$ cat src/rtl/alarm_pkg.sv
// Shared definitions for the alarm-clock datapath: keypad codes, the
// key-entry FSM encoding and the BCD digit limits of a 24-hour HH:MM time.
// Imported by key_entry_reg, time_validate, the time counter and the alarm
// register.
package alarm_pkg;

  // Keypad codes: 0-9 are digits, 10/11 commit, 12-15 carry no meaning.
  localparam logic [3:0] KEY_ALARM = 4'd10;
  localparam logic [3:0] KEY_TIME  = 4'd11;

  // Digit limits of a legal time 00:00..23:59.
  localparam logic [3:0] MS_HR_MAX     = 4'd2;  // tens of hours
  localparam logic [3:0] LS_HR_MAX_20S = 4'd3;  // units of hours when tens == 2
  localparam logic [3:0] MS_MIN_MAX    = 4'd5;  // tens of minutes
  localparam logic [3:0] DIGIT_MAX     = 4'd9;  // any BCD digit

  // A complete HH:MM entry holds four digits.
  localparam logic [2:0] DIGITS_FULL = 3'd4;

  typedef enum logic {
    ST_IDLE  = 1'b0,
    ST_ENTRY = 1'b1
  } entry_state_e;

  function automatic logic is_digit_key(input logic [3:0] k);
    return k <= DIGIT_MAX;
  endfunction

endpackage

$ cat src/rtl/time_validate.sv
// Combinational check that four BCD digits form a legal 24-hour time
// (00:00..23:59). Shared by the key-entry commit path and the alarm register.
// Ports:
//   ms_hr_i, ls_hr_i   : tens / units of hours
//   ms_min_i, ls_min_i : tens / units of minutes
//   valid_o            : 1 when the digits are a legal time
module time_validate
  import alarm_pkg::*;
(
  input  logic [3:0] ms_hr_i,
  input  logic [3:0] ls_hr_i,
  input  logic [3:0] ms_min_i,
  input  logic [3:0] ls_min_i,
  output logic       valid_o
);

  logic hr_ok;
  logic min_ok;

  always_comb begin
    // Hours 20-23 narrow the units digit; 00-19 allow any BCD units digit.
    if (ms_hr_i == MS_HR_MAX) begin
      hr_ok = (ls_hr_i <= LS_HR_MAX_20S);
    end else begin
      hr_ok = (ms_hr_i < MS_HR_MAX) && (ls_hr_i <= DIGIT_MAX);
    end
    min_ok  = (ms_min_i <= MS_MIN_MAX) && (ls_min_i <= DIGIT_MAX);
    valid_o = hr_ok && min_ok;
  end

endmodule

$ cat src/rtl/key_entry_reg.sv
// Keypad entry stage of the alarm clock. Digit presses shift into a 4-digit
// BCD HH:MM buffer; TIME / ALARM commits a complete, legal entry as a
// one-cycle load pulse, otherwise as a one-cycle entry_error pulse. An open
// entry left untouched for TIMEOUT_S one_second pulses is dropped silently.
// Ports:
//   clk, reset          : clock, asynchronous active-high reset
//   one_second          : one-cycle pulse per second
//   key, key_valid      : key code and its strobe (see below)
//   key_buffer_*        : buffered HH:MM digits, loaded downstream
//   show_new_time       : high while an entry is open
//   load_new_c          : one-cycle pulse, buffer is a new current time
//   load_new_a          : one-cycle pulse, buffer is a new alarm time
//   entry_error         : one-cycle pulse, commit rejected
//
// Handshake: key_valid is a single-cycle strobe with no ready/backpressure;
// key is sampled only in a cycle where key_valid is high, and every strobe is
// consumed on that edge. Load/error pulses carry no handshake either: the
// buffer stays unchanged during the pulse so the receiver samples it then.
module key_entry_reg
  import alarm_pkg::*;
#(
  parameter int TIMEOUT_S = 10,
  parameter int TMR_W     = 4    // 2**TMR_W must exceed TIMEOUT_S
) (
  input  logic       clk,
  input  logic       reset,
  input  logic       one_second,
  input  logic [3:0] key,
  input  logic       key_valid,
  output logic [3:0] key_buffer_ms_hr,
  output logic [3:0] key_buffer_ls_hr,
  output logic [3:0] key_buffer_ms_min,
  output logic [3:0] key_buffer_ls_min,
  output logic       show_new_time,
  output logic       load_new_c,
  output logic       load_new_a,
  output logic       entry_error
);

  localparam logic [TMR_W-1:0] TIMEOUT_LAST = TMR_W'(TIMEOUT_S - 1);

  entry_state_e     state_q, state_d;
  logic [3:0]       ms_hr_q, ms_hr_d;
  logic [3:0]       ls_hr_q, ls_hr_d;
  logic [3:0]       ms_min_q, ms_min_d;
  logic [3:0]       ls_min_q, ls_min_d;
  logic [2:0]       count_q, count_d;
  logic [TMR_W-1:0] timer_q, timer_d;
  logic             load_c_q, load_c_d;
  logic             load_a_q, load_a_d;
  logic             error_q, error_d;

  logic buf_valid;
  logic digit_press;
  logic commit_press;

  time_validate u_time_validate (
    .ms_hr_i (ms_hr_q),
    .ls_hr_i (ls_hr_q),
    .ms_min_i(ms_min_q),
    .ls_min_i(ls_min_q),
    .valid_o (buf_valid)
  );

  assign digit_press  = key_valid && is_digit_key(key);
  assign commit_press = key_valid && ((key == KEY_TIME) || (key == KEY_ALARM));

  always_ff @(posedge clk or posedge reset) begin
    if (reset) begin
      state_q  <= ST_IDLE;
      ms_hr_q  <= 4'd0;
      ls_hr_q  <= 4'd0;
      ms_min_q <= 4'd0;
      ls_min_q <= 4'd0;
      count_q  <= 3'd0;
      timer_q  <= '0;
      load_c_q <= 1'b0;
      load_a_q <= 1'b0;
      error_q  <= 1'b0;
    end else begin
      state_q  <= state_d;
      ms_hr_q  <= ms_hr_d;
      ls_hr_q  <= ls_hr_d;
      ms_min_q <= ms_min_d;
      ls_min_q <= ls_min_d;
      count_q  <= count_d;
      timer_q  <= timer_d;
      load_c_q <= load_c_d;
      load_a_q <= load_a_d;
      error_q  <= error_d;
    end
  end

  always_comb begin
    state_d  = state_q;
    ms_hr_d  = ms_hr_q;
    ls_hr_d  = ls_hr_q;
    ms_min_d = ms_min_q;
    ls_min_d = ls_min_q;
    count_d  = count_q;
    timer_d  = timer_q;
    load_c_d = 1'b0;
    load_a_d = 1'b0;
    error_d  = 1'b0;

    // Priority: digit, then commit, then the timeout tick. A digit in the
    // same cycle as one_second clears the timer, so no timeout is taken.
    if (digit_press) begin
      if (state_q == ST_IDLE) begin
        // A fresh entry starts from 00:00 with the digit in the units place.
        ms_hr_d  = 4'd0;
        ls_hr_d  = 4'd0;
        ms_min_d = 4'd0;
        count_d  = 3'd1;
      end else begin
        ms_hr_d  = ls_hr_q;
        ls_hr_d  = ms_min_q;
        ms_min_d = ls_min_q;
        count_d  = (count_q == DIGITS_FULL) ? count_q : count_q + 3'd1;
      end
      ls_min_d = key;
      timer_d  = '0;
      state_d  = ST_ENTRY;
    end else if (commit_press && (state_q == ST_ENTRY)) begin
      if ((count_q == DIGITS_FULL) && buf_valid) begin
        load_c_d = (key == KEY_TIME);
        load_a_d = (key == KEY_ALARM);
      end else begin
        error_d = 1'b1;
      end
      // Buffer is left as is so it is stable while the pulse is high.
      count_d = 3'd0;
      timer_d = '0;
      state_d = ST_IDLE;
    end else if ((state_q == ST_ENTRY) && one_second) begin
      if (timer_q == TIMEOUT_LAST) begin
        count_d = 3'd0;
        timer_d = '0;
        state_d = ST_IDLE;
      end else begin
        timer_d = timer_q + 1'b1;
      end
    end
  end

  assign key_buffer_ms_hr  = ms_hr_q;
  assign key_buffer_ls_hr  = ls_hr_q;
  assign key_buffer_ms_min = ms_min_q;
  assign key_buffer_ls_min = ls_min_q;
  assign show_new_time     = (state_q == ST_ENTRY);
  assign load_new_c        = load_c_q;
  assign load_new_a        = load_a_q;
  assign entry_error       = error_q;

endmodule

$ cat config.mk
export PLATFORM = sky130hd
export DESIGN_NAME = key_entry_reg
export DESIGN_NICKNAME = d
export VERILOG_FILES = /design/src/rtl/alarm_pkg.sv /design/src/rtl/time_validate.sv /design/src/rtl/key_entry_reg.sv
export SDC_FILE = /design/constraint.sdc
export NUM_CORES = 1
export LEC_CHECK = 0
export CORE_ASPECT_RATIO = 1.75
export CORE_MARGIN = 4
export CORE_UTILIZATION = 50
export DETAILED_ROUTE_END_ITERATION = 6
export PLACE_DENSITY = 0.91
export SYNTH_ARGS = -nofsm -noshare
export SYNTH_HDL_FRONTEND = slang
export SYNTH_HIERARCHICAL = 1
export SYNTH_SLANG_ARGS = --single-unit
$ cat constraint.sdc
create_clock -name clk -period 2.3 [get_ports clk]
set_input_delay 0.46 -clock clk [delete_from_list [all_inputs] [get_ports clk]]
set_output_delay 0.46 -clock clk [all_outputs]
set_load 0.05 [all_outputs]
Word-level counts from Yosys, hierarchy flattened
Index checks and enable logic that the tools add are counted.

word-level totals
  bits in registers = 27
  input port bits = 8
  output and inout bits = 20

cells by class
  reductions and logical operators = 13
  add/subtract/negate cells = 2
  equality and inequality tests = 6
  magnitude comparators = 6
  multiplexer cells = 27

operators by type and width
  operator               count
  $mux W4                7
  $mux W3                6
  $mux W1                14
  $eq A4 B4 Y1 const B   3
  $le A4 B4 Y1 const B   3
  $logic_and A1 B1 Y1    8
  $reduce_bool A3 Y1     2
  $add A4 B1 Y4 const B  1
  $eq A4 B2 Y1 const B   1
  $le A4 B2 Y1 const B   1
  $le A4 B3 Y1 const B   1
  $lt A4 B2 Y1 const B   1
  $add A3 B1 Y3 const B  1
  $eq A3 B3 Y1 const B   1
  $ne A3 B3 Y1 const B   1
  $reduce_and A3 Y1      1
  $reduce_and A2 Y1      1
  $logic_or A1 B1 Y1     1

Longest topological paths before layout
Gate-level depths: netlist of run 1.

  depth after elaboration = 8
  mapped depth = 6

Modules after synthesis
Netlist of run 1, hierarchy kept.

modules (own cells, without submodules)
  module         cells each  instances  area each (um2)  sequential area each (um2)
  key_entry_reg  128         1          1232.4           675.6
  time_validate  6           1          45.0             0.0

Least setup slack after synthesis of run 1
No wires, ideal clock.

  kind = reg2reg
  start = reg state_q, in the netlist show_new_time
  end = reg count_q[1]
  library setup time = 122 ps
  data required time = 2178 ps
  slack = 674 ps
  stages on the path, launching flop included = 6
  data arrival time = 1504 ps
  cells stage by stage = dfrtp_1 buf_6 and3b_1 o22ai_4 o21ai_2 a32o_1

on the way
  cells in the longest elaborated chain, start to end = 3
  elaborated cells between the ends (all ways) = 9
  those cells by class = 1 x eq/ne; 3 x mux; 5 x reduce/logical

ends and longest elaborated chain
  item                                                            line                                        source
  start: declaration                                              key_entry_reg.sv:42                         entry_state_e state_q, state_d;
  start signal: assignment                                        key_entry_reg.sv:81                         state_q <= state_d;
  $logic_and A1 B1 Y1, on equally long branches                   key_entry_reg.sv:124, key_entry_reg.sv:135
  $reduce_bool A3 Y1 (no source line) or $mux W3 (tied branches)  n/a
  $reduce_and A3 Y1 (no source line) or $mux W3 (tied branches)   n/a
  end signal: assignment                                          key_entry_reg.sv:86                         count_q <= count_d;
  end: declaration                                                key_entry_reg.sv:47                         logic [2:0] count_q, count_d;

Several ways; a longest one is shown, not always the timed one.
A chain may end at the register's enable or synchronous reset.

Worst setup path in the final report of run 1
  start = reg ls_hr_q[3], in the netlist key_buffer_ls_hr[3]
  end = out key_buffer_ls_hr[3]

RTL lines
  item                      line                 source
  start: declaration        key_entry_reg.sv:44  logic [3:0] ls_hr_q, ls_hr_d;
  start signal: assignment  key_entry_reg.sv:83  ls_hr_q <= ls_hr_d;
  end: declaration          key_entry_reg.sv:31  output logic [3:0] key_buffer_ls_hr,

No word-level cell between the ends.

==> results_dict.tcl, run 1 <==
set metrics [dict create \
    peakVddDrop_v 0.000641 \
    insertion_delay_ns 0.27 \
    diodes 0 \
    switching_share_pct 38.1 \
    p_int_mw 0.816 \
    final_core_util_pct 65.7 \
    period_share_pct 87.7 \
    detail_route.iter0.violations 43 \
    initial_utilization_pct 51.9 \
    rows 24 \
    netlist.area_leader.share_pct 52.9 \
    crit_chain "clkdlybuf4s50_1" \
    place_hpwl_mm 2.30 \
    dpl-instance-area_sq_um 1570 \
    pwr-share-clk_pct 20.1 \
    maxCapViolations 0 \
    dieArea_sq_um 3460 \
    hold_depth 2 \
    maxSlewHeadroom_pct 64.8 \
    layout.nets 176 \
    ys_seq_elements 27 \
    layout_common_cells "nand2_1 (30), dfrtp_1 (27), clkdlybuf4s50_1 (26), o21ai_0 (17), a21oi_1 (9)" \
    cts_buffers 3 \
    rsz0062_at_grt "false" \
    area_delta_synth_final_pct 26.6 \
    grt_use_total_pct 19.1 \
    post-place-ws_ns 0.279 \
    syn-instance-count 134 \
    finalHoldViolCount 0 \
    finalSetupTns_ns 0 \
    hold_class "reg -> reg" \
    syn_avg_cell_area_sq_um 9.53 \
    dpl.cell_count 185 \
    slowest_delay_ns 0.85 \
    yosysWarningCount 6 \
    grt_max_degree 28 \
    hold_ws_ns 0.522 \
    hold_buffers 0 \
    setup_ws_ns 0.284 \
    synth-edff-count 0 \
    grt_pass1_vias 1082 \
    grt_use_met3_pct 2.63 \
    reg2reg_slack_ns 0.74 \
    cts_tree "built" \
    ys_async_sr_fraction_pct 100 \
    gp_congestion 0.794 \
    critPathRequiredTime_ns 1.84 \
    crit_family "buffers and inverters" \
    cts.sink_count 27 \
    synth_area_sq_um 1280 \
    p_per_area_nw_per_um2 815 \
    fin_total_pwr_mw 1.32 \
    syn_nets 146 \
    synth_area_leader_cell "dfrtp_1" \
    worstMarginPinSlew_ns 0.526 \
    layout_commonest_cell "nand2_1" \
    fp.dieW_um 46.2 \
    outcome "completed" \
    fin_crit_ns 2.02 \
    clock_skew_ns 0.00106 \
    worstSetupStartpointType "register" \
    min_to "key_buffer_ls_min[0]" \
    yosys.cell_types.count 31 \
    grt.busiest_layer "met2" \
    worstSetupPathType "reg -> out" \
    cts.clk_slew.worst_paths_ns 0.09 \
    crit_arrival_ns 1.56 \
    power_switching_mw 0.502 \
    power_leakage_nw 0.711 \
    antenna_left 0 \
    gr-total-overflow 0 \
    path_max_fanout 5 \
    timing.rr.start "show_new_time" \
    crit_buf_inv 1 \
    worstSetupEndpointType "output port" \
    dr_total_vias 1087 \
    grt_pass1_wl_mm 4.82 \
    die_y_um 74.9 \
    routed_wl_mm 3.00 \
    fmax_mhz 496 \
    drive_gt1_share_pct 7.98 \
    cts_setup_buffers 0 \
    root_buffer "clkbuf_8" \
    setup_viol 0 \
    cts_resized 0 \
    routedWlPerCell_um 15.9 \
    port_buffers 27 \
    comb_power_share_pct 33.5 \
    via_per_inst 5.75 \
    reg2reg_depth 4 \
    met2_usage_pct 32.4 \
    first_pass_iters 4 \
    io-pin-count 28 \
    met1_usage_pct 23.4 \
    design_area_sq_um 1620 \
    crit_path_top_delay_cell "clkdlybuf4s50_1" \
    htreeDepth 1 \
    synth-seq-area-share_pct 52.9 \
    synth_ff_type "dfrtp_1" \
    cts_buffer_depth 2 \
    netlist_top_cells_area "dfrtp_1 (53%), nand2_1 (8.8%), o21ai_0 (6.7%)" \
    reg2reg_to "count_q[1]" \
    seq_power_share_pct 46.4 \
    min_from "key_buffer_ls_min[0]" \
    stdcell_count 189 \
    grt_antenna_before_repair 0 \
    maxSlewViolCount 0 \
    route.detailed.drc 0 \
    core_area_sq_um 2460 \
]
[cell families after synthesis]
family | after synthesis | share of synthesized area [%]
AO/OA/AOI/OAI | 33 | 15.8
multiplexers | 3 | 2.64
adder cells (fa/ha/maj) | 4 | 3.92
buffers and inverters | 11 | 3.92
flip-flops | 27 | 52.9
AND/OR/NAND/NOR | 56 | 20.9
[how the worst max path moves through the flow]
stage                              start                    to  slack (ns)  cells past startpoint
finish               key_buffer_ls_hr[3]   key_buffer_ls_hr[3]        0.28                      1
global route        key_buffer_ms_min[3]  key_buffer_ms_min[3]        0.25                      1
detailed placement                key[1]   key_buffer_ms_hr[2]        0.28                      6
CTS                  key_buffer_ls_hr[3]   key_buffer_ls_hr[3]        0.29                      1
global placement                  key[1]   key_buffer_ls_hr[1]        0.36                      6
floorplan                  show_new_time            count_q[1]        0.67                      5
[final cells by class]
| type | instances | area (sq um) |
|---|---|---|
| inverters | 6 | 22.5 |
| repair buffers | 30 | 290 |
| fillers | 199 | 845 |
| clock buffers | 4 | 45.0 |
| multi-input cells | 96 | 552 |
| flip-flops and latches | 27 | 676 |
| well taps | 26 | 32.5 |
[flip-flops by register name, indices dropped and copies added, names as in the netlist]
name and cells:
key_buffer_ms_min 4, key_buffer_ls_min 4, entry_error 1, key_buffer_ms_hr 4
show_new_time 1, timer_q 4, key_buffer_ls_hr 4, load_new_a 1
count_q 3, load_new_c 1
[per-layer routing]
| metal | vias up | wire, um | part of all wire [%] |
|---|---|---|---|
| met5 | - | 0 | 0 |
| met4 | 0 | 48 | 1.6 |
| met3 | 6 | 175 | 5.8 |
| met2 | 45 | 1630 | 54 |
| met1 | 519 | 1150 | 38 |
| li1 | 517 | - | - |
[cell usage after synthesis (3+ instances only)]
cell and number:
nor2_1 6, nand3_1 4, ha_1 4, a21oi_1 9, inv_1 6, nor3_1 4
o21ai_0 17, clkbuf_1 3, nand2_1 30, dfrtp_1 27
[power by group through the flow]
stage / registers [mW] / logic [mW] / clock network, mW
6_report: 0.612 / 0.441 / 0.265
3_5_place_dp: 0.620 / 0.441 / 0
2_1_floorplan: 0.751 / 0.149 / 0
3_3_place_gp: 0.615 / 0.420 / 0
4_1_cts: 0.610 / 0.443 / 0.269
5_1_grt: 0.621 / 0.473 / 0.293
Note: power is estimated with default switching activity, not from simulation.
==> run 2: changes to the inputs <==
Settings changed: SKIP_LAST_GASP from default to 1.
==> results of run 2 <==
Same layout as run 1: the final DEF is identical, and so are final timing and power.
==> run 3: changes to the inputs <==
Settings changed: GPL_ROUTABILITY_DRIVEN from default to 1.
==> results of run 3 <==
Same layout as run 1: the final DEF is identical, and so are final timing and power.
